[src/rtl/mem_port_arbiter_pkg.sv]
// Shared types for the instruction/data memory port arbiter.
// Latency: n/a (types only).
// Backpressure: n/a (types only).
package mem_port_arbiter_pkg;

    // Arbiter FSM: grant in IDLE, request phase in ADDR, response phase in DATA.
    typedef enum logic [1:0] {
        ST_IDLE = 2'd0,
        ST_ADDR = 2'd1,
        ST_DATA = 2'd2
    } arb_state_t;

    // Which requester owns the single outstanding transaction.
    typedef enum logic {
        OWN_INST = 1'b0,
        OWN_DATA = 1'b1
    } owner_t;

    // Request fields captured at grant time and replayed to memory.
    typedef struct packed {
        logic        wr;
        logic [3:0]  wstrb;
        logic [31:0] addr;
        logic [31:0] wdata;
    } hold_t;

endpackage

[src/rtl/mem_port_arbiter_if.sv]
// SRAM-like request/response bus shared by requesters and the memory port.
// Latency: n/a (signal bundle only).
// Backpressure: master holds req and fields until addr_ok; data_ok is a one-cycle pulse.
interface mem_port_arbiter_if;
    logic        req;
    logic        wr;
    logic [3:0]  wstrb;
    logic [31:0] addr;
    logic [31:0] wdata;
    logic        addr_ok;
    logic        data_ok;
    logic [31:0] rdata;

    // Side that issues requests (a CPU requester, or the arbiter toward memory).
    modport master (
        output req, wr, wstrb, addr, wdata,
        input  addr_ok, data_ok, rdata
    );

    // Side that accepts requests (the arbiter toward a requester, or the memory).
    modport slave (
        input  req, wr, wstrb, addr, wdata,
        output addr_ok, data_ok, rdata
    );
endinterface

[src/rtl/mem_port_arbiter.sv]
// Shares one memory port between instruction fetch and data access, data-first with anti-starvation.
// Latency: addr_ok same cycle as grant in IDLE; mem_req from next cycle; data_ok passes mem_data_ok through.
// Backpressure: one outstanding transaction; losers wait in IDLE, ADDR stalls on mem_addr_ok, DATA on mem_data_ok.
module mem_port_arbiter
    import mem_port_arbiter_pkg::*;
#(
    parameter int unsigned STARVE_LIMIT = 4,
    parameter int unsigned CNT_W        = 3
) (
    input  logic               clk,
    input  logic               rst,
    mem_port_arbiter_if.slave  inst_bus,
    mem_port_arbiter_if.slave  data_bus,
    mem_port_arbiter_if.master mem_bus
);

    localparam logic [CNT_W-1:0] LIMIT    = CNT_W'(STARVE_LIMIT);
    localparam bit               FAIRNESS = (STARVE_LIMIT != 0);

    arb_state_t       state_q, state_d;
    owner_t           owner_q, owner_d;
    hold_t            hold_q,  hold_d;
    logic [CNT_W-1:0] cnt_q,   cnt_d;

    logic inst_grant;
    logic data_grant;
    logic starved;
    logic done;

    // The fetch port never writes; its write fields exist only because the bus type is shared.
    logic unused_inst_fields;
    assign unused_inst_fields = ^{inst_bus.wr, inst_bus.wstrb, inst_bus.wdata};

    // Grant decision, field capture, starvation counting and FSM next state.
    always_comb begin
        state_d    = state_q;
        owner_d    = owner_q;
        hold_d     = hold_q;
        cnt_d      = cnt_q;
        inst_grant = 1'b0;
        data_grant = 1'b0;
        starved    = FAIRNESS && inst_bus.req && (cnt_q == LIMIT);

        case (state_q)
            ST_IDLE: begin
                if (data_bus.req && !starved) begin
                    data_grant = 1'b1;
                    owner_d    = OWN_DATA;
                    hold_d     = '{wr:    data_bus.wr,
                                   wstrb: data_bus.wstrb,
                                   addr:  data_bus.addr,
                                   wdata: data_bus.wdata};
                    // Count only grants that made a waiting fetch lose.
                    if (!inst_bus.req) begin
                        cnt_d = '0;
                    end else if (cnt_q != LIMIT) begin
                        cnt_d = cnt_q + CNT_W'(1);
                    end
                    state_d = ST_ADDR;
                end else if (inst_bus.req) begin
                    inst_grant = 1'b1;
                    owner_d    = OWN_INST;
                    hold_d     = '{wr:    1'b0,
                                   wstrb: 4'b0000,
                                   addr:  inst_bus.addr,
                                   wdata: 32'h0};
                    cnt_d      = '0;
                    state_d    = ST_ADDR;
                end
            end
            ST_ADDR: begin
                if (mem_bus.addr_ok) begin
                    state_d = ST_DATA;
                end
            end
            ST_DATA: begin
                if (mem_bus.data_ok) begin
                    state_d = ST_IDLE;
                end
            end
            default: begin
                state_d = ST_IDLE;
            end
        endcase
    end

    // State, owner, hold and counter registers with synchronous reset.
    always_ff @(posedge clk) begin
        if (rst) begin
            state_q <= ST_IDLE;
            owner_q <= OWN_INST;
            hold_q  <= '0;
            cnt_q   <= '0;
        end else begin
            state_q <= state_d;
            owner_q <= owner_d;
            hold_q  <= hold_d;
            cnt_q   <= cnt_d;
        end
    end

    // Completion is only honoured in DATA; stray mem_data_ok elsewhere is dropped.
    assign done = (state_q == ST_DATA) && mem_bus.data_ok;

    assign inst_bus.addr_ok = inst_grant;
    assign data_bus.addr_ok = data_grant;
    assign inst_bus.data_ok = done && (owner_q == OWN_INST);
    assign data_bus.data_ok = done && (owner_q == OWN_DATA);
    assign inst_bus.rdata   = mem_bus.rdata;
    assign data_bus.rdata   = mem_bus.rdata;

    assign mem_bus.req   = (state_q == ST_ADDR);
    assign mem_bus.wr    = hold_q.wr;
    assign mem_bus.wstrb = hold_q.wstrb;
    assign mem_bus.addr  = hold_q.addr;
    assign mem_bus.wdata = hold_q.wdata;

endmodule

[src/flat_wrapper.sv]
// flat-port wrapper written by rule: the top's interface ports become plain ports
module mem_port_arbiter_flat import mem_port_arbiter_pkg::*;
#(
    parameter int unsigned STARVE_LIMIT = 4,
    parameter int unsigned CNT_W        = 3
)
  (clk, rst, inst_bus_req, inst_bus_wr, inst_bus_wstrb, inst_bus_addr, inst_bus_wdata, inst_bus_addr_ok, inst_bus_data_ok, inst_bus_rdata, data_bus_req, data_bus_wr, data_bus_wstrb, data_bus_addr, data_bus_wdata, data_bus_addr_ok, data_bus_data_ok, data_bus_rdata, mem_bus_req, mem_bus_wr, mem_bus_wstrb, mem_bus_addr, mem_bus_wdata, mem_bus_addr_ok, mem_bus_data_ok, mem_bus_rdata);
  mem_port_arbiter_if inst_bus_i ();
  mem_port_arbiter_if data_bus_i ();
  mem_port_arbiter_if mem_bus_i ();
  input  logic clk;
  input  logic rst;
  input wire logic [$bits(inst_bus_i.req)-1:0] inst_bus_req;
  input wire logic [$bits(inst_bus_i.wr)-1:0] inst_bus_wr;
  input wire logic [$bits(inst_bus_i.wstrb)-1:0] inst_bus_wstrb;
  input wire logic [$bits(inst_bus_i.addr)-1:0] inst_bus_addr;
  input wire logic [$bits(inst_bus_i.wdata)-1:0] inst_bus_wdata;
  output wire logic [$bits(inst_bus_i.addr_ok)-1:0] inst_bus_addr_ok;
  output wire logic [$bits(inst_bus_i.data_ok)-1:0] inst_bus_data_ok;
  output wire logic [$bits(inst_bus_i.rdata)-1:0] inst_bus_rdata;
  input wire logic [$bits(data_bus_i.req)-1:0] data_bus_req;
  input wire logic [$bits(data_bus_i.wr)-1:0] data_bus_wr;
  input wire logic [$bits(data_bus_i.wstrb)-1:0] data_bus_wstrb;
  input wire logic [$bits(data_bus_i.addr)-1:0] data_bus_addr;
  input wire logic [$bits(data_bus_i.wdata)-1:0] data_bus_wdata;
  output wire logic [$bits(data_bus_i.addr_ok)-1:0] data_bus_addr_ok;
  output wire logic [$bits(data_bus_i.data_ok)-1:0] data_bus_data_ok;
  output wire logic [$bits(data_bus_i.rdata)-1:0] data_bus_rdata;
  output wire logic [$bits(mem_bus_i.req)-1:0] mem_bus_req;
  output wire logic [$bits(mem_bus_i.wr)-1:0] mem_bus_wr;
  output wire logic [$bits(mem_bus_i.wstrb)-1:0] mem_bus_wstrb;
  output wire logic [$bits(mem_bus_i.addr)-1:0] mem_bus_addr;
  output wire logic [$bits(mem_bus_i.wdata)-1:0] mem_bus_wdata;
  input wire logic [$bits(mem_bus_i.addr_ok)-1:0] mem_bus_addr_ok;
  input wire logic [$bits(mem_bus_i.data_ok)-1:0] mem_bus_data_ok;
  input wire logic [$bits(mem_bus_i.rdata)-1:0] mem_bus_rdata;
  assign inst_bus_i.req = inst_bus_req;
  assign inst_bus_i.wr = inst_bus_wr;
  assign inst_bus_i.wstrb = inst_bus_wstrb;
  assign inst_bus_i.addr = inst_bus_addr;
  assign inst_bus_i.wdata = inst_bus_wdata;
  assign inst_bus_addr_ok = inst_bus_i.addr_ok;
  assign inst_bus_data_ok = inst_bus_i.data_ok;
  assign inst_bus_rdata = inst_bus_i.rdata;
  assign data_bus_i.req = data_bus_req;
  assign data_bus_i.wr = data_bus_wr;
  assign data_bus_i.wstrb = data_bus_wstrb;
  assign data_bus_i.addr = data_bus_addr;
  assign data_bus_i.wdata = data_bus_wdata;
  assign data_bus_addr_ok = data_bus_i.addr_ok;
  assign data_bus_data_ok = data_bus_i.data_ok;
  assign data_bus_rdata = data_bus_i.rdata;
  assign mem_bus_req = mem_bus_i.req;
  assign mem_bus_wr = mem_bus_i.wr;
  assign mem_bus_wstrb = mem_bus_i.wstrb;
  assign mem_bus_addr = mem_bus_i.addr;
  assign mem_bus_wdata = mem_bus_i.wdata;
  assign mem_bus_i.addr_ok = mem_bus_addr_ok;
  assign mem_bus_i.data_ok = mem_bus_data_ok;
  assign mem_bus_i.rdata = mem_bus_rdata;
  mem_port_arbiter #(.STARVE_LIMIT(STARVE_LIMIT), .CNT_W(CNT_W)) u_core (.clk(clk), .rst(rst), .inst_bus(inst_bus_i), .data_bus(data_bus_i), .mem_bus(mem_bus_i));
endmodule
[config.mk]
export PLATFORM = sky130hd
export DESIGN_NAME = mem_port_arbiter_flat
export DESIGN_NICKNAME = d
export VERILOG_FILES = /design/src/rtl/mem_port_arbiter_pkg.sv /design/src/rtl/mem_port_arbiter_if.sv /design/src/rtl/mem_port_arbiter.sv /design/src/flat_wrapper.sv
export SDC_FILE = /design/constraint.sdc
export NUM_CORES = 1
export LEC_CHECK = 0
export CAP_MARGIN = 25
export CORE_AREA = 4 4 120 122
export DETAILED_ROUTE_END_ITERATION = 10
export DIE_AREA = 0 0 124 126
export DONT_BUFFER_PORTS = 1
export PLACE_DENSITY = 0.46
export RECOVER_POWER = 25
export SYNTH_ARGS = -nofsm -noshare
export SYNTH_HDL_FRONTEND = slang
export SYNTH_SLANG_ARGS = --single-unit
[constraint.sdc]
create_clock -name clk -period 2.13 [get_ports clk]
set_input_delay 0.5325 -clock clk [delete_from_list [all_inputs] [get_ports clk]]
set_output_delay 0.5325 -clock clk [all_outputs]
set_load 0.03 [all_outputs]
==> results.toml, run 1 <==
[worst_setup_path]
critPathLaunchType = "register"
r2r_start = "u_core.state_q[1]"
worstPathMaxFanout = 4
path_class = "reg2out"
arrival_ns = 1.44
path_common_cell = "inv_1"
crit_required_ns = 1.60
crit_path_end_kind = "output port"
worstRegToRegCells = 3
path_cells = "inv_1, ha_1, nand3_2, nand2_1, inv_1"
critical_path_buf_inv_count = 2
slowest_stage = "dfxtp_1"
ff2ff_setup_slack_ns = 0.33
cp_slowest_stage_delay_ns = 0.35
cp_top_family = "flip-flops"
r2r-end = "u_core.mem_bus.addr[19]"

[floorplan]
die_x_um = 124
core_um2 = 13190
die_h_um = 126
die-area_um2 = 15620
ios = 314
initial_utilization_pct = 29.58
rows = 42

[min_path]
min_to = "u_core.mem_bus.addr[21]"
hold_depth = 1
hp-start = "rst"
hold_path.class = "in2reg"

[drt]
drc_errors = 0
wl_per_cell_um = 21.19
via_count = 3143
vias_per_cell = 5.613
drtIter0Drc = 166
first_pass_iters = 4
ant_nets = 0
wirelength_um = 11870

[timing]
final_max_slew_viol_count = 0
slew_headroom_pct = 37.73
period_needed_ns = 1.971
post-route-period-util_pct = 92.52
finalSetupViolCount = 0
worstMarginPinSlew_ns = 0.9319
fin_skew_ns = 0.006384
rsz0062_at_grt = "no"
fmax_ghz = 0.5074
hold_viol = 0
setup_tns_ns = 0

[yosys]
ys_warn_count = 0
syn-num-nets = 647
synth-seq-area-share_pct = 38.49
syn_area_per_cell_um2 = 8.318
syn_area_um2 = 3901
synth_top_cell_area_share_pct = 38.49
yosys.area.top_type = "dfxtp_1"
ys_ff_latch = 75
synthTopCellsByArea = "dfxtp_1 38%, buf_4 13%, a21oi_1 9.5%"
synthCells = 469
yosysUniqueCellTypes = 30

[cells_and_area]
fin_util_pct = 28.56
fin_nets = 557
drive_above_1_share_pct = 11.72
area_delta_synth_final_pct = -3.432
nFillCells = 1428
diodes = 0

[cts]
post_cts_resized = 0
post_cts_buffers = 0
ctsHtreeMaxLevel = 3
clkSinkCount = 75
clk_latency_ns = 0.33
root_buffer = "clkbuf_16"
holdBufCountCts = 0
cts.clk_slew.worst_paths_ns = 0.06
cts_buffers = 9
clockBufferDepth = 2
cts_tree = "built"

[placement]
hpwlAfterDp_um = 7701
portBuffers = 0
gp_congestion = 0.7186

[pwr]
p_sw_mw = 1.192
p_leak_nw = 1.240
power.share.clock_pct = 40.0
p_per_area_nw_per_um2 = 1012
vdd_drop_max_mv = 0.3467
p_seq_share_pct = 48.5
switching_share_pct = 31.24
p_int_mw = 2.623
power_frac_comb_pct = 11.5

[global_routing]
grt_start_max_net_pins = 76
grt_use_total_pct = 14.99
grt_pass1_wl_um = 18130
grt-ovfl-total = 0
antenna_found_initial = 0
grt_pass1_vias = 3170

[run_status]
status = "complete, no violations"

[run]
maxCapViolCount = 0
how the worst max path moves through the flow:
stage	start	endpoint	slack, ns	cells past startpoint
2_1_floorplan	inst_bus_req	inst_bus_addr_ok	0.05	4
3_3_place_gp	u_core.state_q[1]	u_core.mem_bus.addr[12]	0.32	3
3_5_place_dp	u_core.state_q[1]	u_core.mem_bus.addr[2]	0.30	3
4_1_cts	u_core.cnt_q[0]	data_bus_addr_ok	0.13	5
5_1_grt	u_core.cnt_q[0]	inst_bus_addr_ok	0.01	5
6_report	u_core.cnt_q[0]	data_bus_addr_ok	0.16	5
power by group through the flow:
stage / Sequential [mW] / Combinational (mW) / Clock (mW)
final: 1.85 / 0.439 / 1.53
after global routing: 1.86 / 0.493 / 1.64
after CTS: 1.85 / 0.447 / 1.59
after detailed placement: 1.88 / 0.448 / 0
after global placement: 1.88 / 0.433 / 0
after floorplan: 1.85 / 0.643 / 0
synthesized netlist by cell type:
| cell type | n |
|---|---|
| nand3_1 | 69 |
| clkbuf_1 | 18 |
| ha_1 | 2 |
| nor2b_1 | 2 |
| a31oi_1 | 1 |
| buf_4 | 70 |
| nand4b_1 | 1 |
| a22oi_1 | 1 |
| nor3b_4 | 1 |
| buf_2 | 16 |
| nor2_4 | 2 |
| nand2_1 | 5 |
| a311oi_2 | 11 |
| or2_1 | 2 |
| o21ai_0 | 31 |
| and3_2 | 1 |
| nand4_1 | 3 |
| inv_1 | 4 |
| nor2_1 | 3 |
| a311oi_1 | 21 |
| inv_2 | 1 |
| nor2_2 | 1 |
| buf_6 | 6 |
| o21ai_1 | 42 |
| nand3_2 | 1 |
| a21oi_1 | 74 |
| nand2b_1 | 1 |
| and3_1 | 1 |
| buf_1 | 3 |
| dfxtp_1 | 75 |
through the flow:
stage	cell area (um^2)	setup WS, ns	total power, mW	std cells	hold slack [ns]
final	3767	0.1593	3.814	560	0.2709
after global routing	3767	0.009891	4.000	560	0.2419
after CTS	3767	0.1287	3.890	560	0.2456
after detailed placement	3472	0.3039	2.332	544	0.4821
after global placement	3472	0.3218	2.315	544	0.4763
after floorplan	3901	0.05163	2.491	469	0.4681
metal layers:
metal  track usage, %  share of wire (%)  vias to the layer above
met5                0                  0                        -
met4            8.441                3.4                        0
met3            4.619                9.4                       50
met2            24.12                 48                      139
met1            17.51                 39                     1492
li1                 -                  -                     1462
cell families after synthesis:
kind of cell             Yosys count  share of synthesized area, %
adder cells (fa/ha/maj)            2                        0.6413
flip-flops                        75                         38.49
AND/OR/NAND/NOR                   93                         12.96
buffers and inverters            118                         19.76
AO/OA/AOI/OAI                    181                         28.16
area by class of cell:
cell class | instances | area (um^2) | area share (%)
Clock buffer | 11 | 242.7 | 6.443
Clock inverter | 5 | 52.55 | 1.395
Inverter | 5 | 18.77 | 0.4982
Multi-Input combinational cell | 276 | 1629 | 43.24
Sequential cell | 75 | 1501 | 39.85
Tap cell | 176 | 220.2 | 5.845
Timing Repair Buffer | 12 | 102.6 | 2.723
registers in the layout, indices dropped and copies added, names as in the netlist:
name / count
u_core.owner_q: 1
u_core.mem_bus.wr: 1
u_core.mem_bus.wstrb: 4
u_core.cnt_q: 3
u_core.mem_bus.wdata: 32
u_core.state_q: 2
u_core.mem_bus.addr: 32
worst reg2reg max path: cells and delay by family, from the launching register on:
kind | cells | cell delay (ns)
simple gates | 2 | 1.03
flops | 1 | 0.37
compound gates | 1 | 0.23
layout by cell type, fill, tap and decap left out, types with 2 or more instances in the layout:
| master | Yosys | routed |
|---|---|---|
| nor2_1 | 3 | 3 |
| o21ai_0 | 31 | 31 |
| clkbuf_16 | 0 | 9 |
| buf_4 | 70 | 11 |
| or2_1 | 2 | 2 |
| clkinv_2 | 0 | 3 |
| a311oi_1 | 21 | 21 |
| a311oi_2 | 11 | 11 |
| nand2_1 | 5 | 5 |
| nand3_1 | 69 | 69 |
| o21ai_1 | 42 | 42 |
| a21oi_1 | 74 | 74 |
| inv_1 | 4 | 4 |
| nand4_1 | 3 | 3 |
| dfxtp_1 | 75 | 75 |
| nor2_4 | 2 | 2 |
| ha_1 | 2 | 2 |
| nor2b_1 | 2 | 2 |
(Power assumes the default switching activity.)
==> run 2, diff against run 1 <==
--- a/config.mk
+++ b/config.mk
@@ -5,12 +5,12 @@
 export SDC_FILE = /design/constraint.sdc
 export NUM_CORES = 1
 export LEC_CHECK = 0
-export CAP_MARGIN = 25
-export CORE_AREA = 4 4 120 122
+export CORE_ASPECT_RATIO = 0.5
+export CORE_MARGIN = 4
+export CORE_UTILIZATION = 38
 export DETAILED_ROUTE_END_ITERATION = 10
-export DIE_AREA = 0 0 124 126
 export DONT_BUFFER_PORTS = 1
-export PLACE_DENSITY = 0.46
+export PLACE_DENSITY = 0.55
 export RECOVER_POWER = 25
 export SYNTH_ARGS = -nofsm -noshare
 export SYNTH_HDL_FRONTEND = slang
==> results.toml, run 2 (synthesis results as in run 1) <==
[global_routing]
grt_use_total_pct = 17.89
grt_pass1_wl_um = 17010
antenna_found_initial = 0
grt_start_max_net_pins = 76
grt_pass1_vias = 2901
grt-ovfl-total = 0

[run]
maxCapViolCount = 0

[placement]
gp_congestion = 0.7015
hpwlAfterDp_um = 7730
portBuffers = 0

[drt]
via_count = 2986
vias_per_cell = 5.742
wl_per_cell_um = 21.75
first_pass_iters = 4
drtIter0Drc = 174
wirelength_um = 11310
drc_errors = 0
ant_nets = 0

[cts]
cts_tree = "built"
root_buffer = "clkbuf_16"
clkSinkCount = 75
clockBufferDepth = 2
cts.clk_slew.worst_paths_ns = 0.05
post_cts_buffers = 0
cts_buffers = 9
clk_latency_ns = 0.33
post_cts_resized = 0
holdBufCountCts = 0
ctsHtreeMaxLevel = 3

[worst_setup_path]
critPathLaunchType = "register"
crit_path_end_kind = "output port"
ff2ff_setup_slack_ns = 0.37
arrival_ns = 1.44
worstPathMaxFanout = 4
path_class = "reg2out"
crit_required_ns = 1.60

[cells_and_area]
seqCellArea_um2 = 1501
area_delta_synth_final_pct = -3.303
drive_above_1_share_pct = 11.95
diodes = 0
multi_input_area_um2 = 1629
fin_nets = 560
final_cell_mix = "75 x dfxtp_1, 74 x a21oi_1, 69 x nand3_1"
nFillCells = 1007
final_common_cell = "dfxtp_1"

[timing]
fmax_ghz = 0.5075
final_max_slew_viol_count = 0
slew_headroom_pct = 65.05
setup_tns_ns = 0
fin_skew_ns = 0.008374
period_needed_ns = 1.970
worstMarginPinSlew_ns = 0.5234
rsz0062_at_grt = "no"
hold_viol = 0
finalSetupViolCount = 0
post-route-period-util_pct = 92.51

[floorplan]
die_x_um = 151.3
die-area_um2 = 12050
initial_utilization_pct = 40.10
core_um2 = 9728
rows = 25
ios = 314
die_h_um = 79.65

[pwr]
total_power_mw = 3.919
vdd_drop_max_mv = 0.4652
p_leak_nw = 1.269
p_per_area_nw_per_um2 = 1039

[min_path]
hold_path.class = "in2reg"

[run_status]
status = "complete, no violations"
run 2: cell types whose count changed in the layout (fill, tap and decap cells not counted):
cell / before / now
buf_4: 11 / 13
clkinv_2: 3 / 0
clkinvlp_4: 1 / 0
bufinv_16: 1 / 2
buf_12: 1 / 2
clkbuf_8: 1 / 2
run 2: area by class of cell:
| type | count | share of cell area [%] |
|---|---|---|
| repair buffers | 15 | 3.648 |
| multi-input cells | 276 | 43.18 |
| clock inverters | 2 | 1.592 |
| clock buffers | 12 | 6.799 |
| well taps | 135 | 4.478 |
| inverters | 5 | 0.4975 |
| flip-flops and latches | 75 | 39.80 |
run 2: worst max-delay path, stage by stage, from the launching register on:
cell,delay [ns]
dfxtp_1,0.34
inv_1,0.06
ha_1,0.24
nand3_2,0.12
nand2_1,0.09
inv_1,0.26
run 2: layer usage:
metal  up-vias  GRT usage [%]  wire (um)
li1       1462              -          -
met1      1349          21.21       4581
met2       161          30.85       5598
met3        14          6.296       1000
met4         0          4.792        130
met5         -              0          0
run 2: worst paths after layout:
kind | startpoint | endpoint | cells after the start
min | rst | u_core.mem_bus.wdata[28] | 1
max reg2reg | u_core.cnt_q[0] | u_core.mem_bus.addr[4] | 6
min reg2reg | u_core.cnt_q[0] | u_core.cnt_q[0] | 2
max | u_core.cnt_q[0] | data_bus_addr_ok | 5
run 2: metrics by stage:
stage | worst slack, ns | cell area [um^2] | hold slack, ns | utilization [%] | instances
floorplan | 0.05163 | 3901 | 0.4681 | - | 469
global placement | 0.3838 | 3456 | 0.4771 | 35.52 | 506
detailed placement | 0.3546 | 3456 | 0.4868 | 35.52 | 506
CTS | 0.1194 | 3772 | 0.2584 | 38.78 | 520
global route | 0.03767 | 3772 | 0.2577 | 38.78 | 520
finish | 0.1596 | 3772 | 0.2785 | 38.78 | 520
run 2: report_power, final:
part	switching (mW)	leakage (nW)	internal, mW
clock network	0.542	0.155	1.08
logic	0.273	0.497	0.177
registers	0.323	0.618	1.53
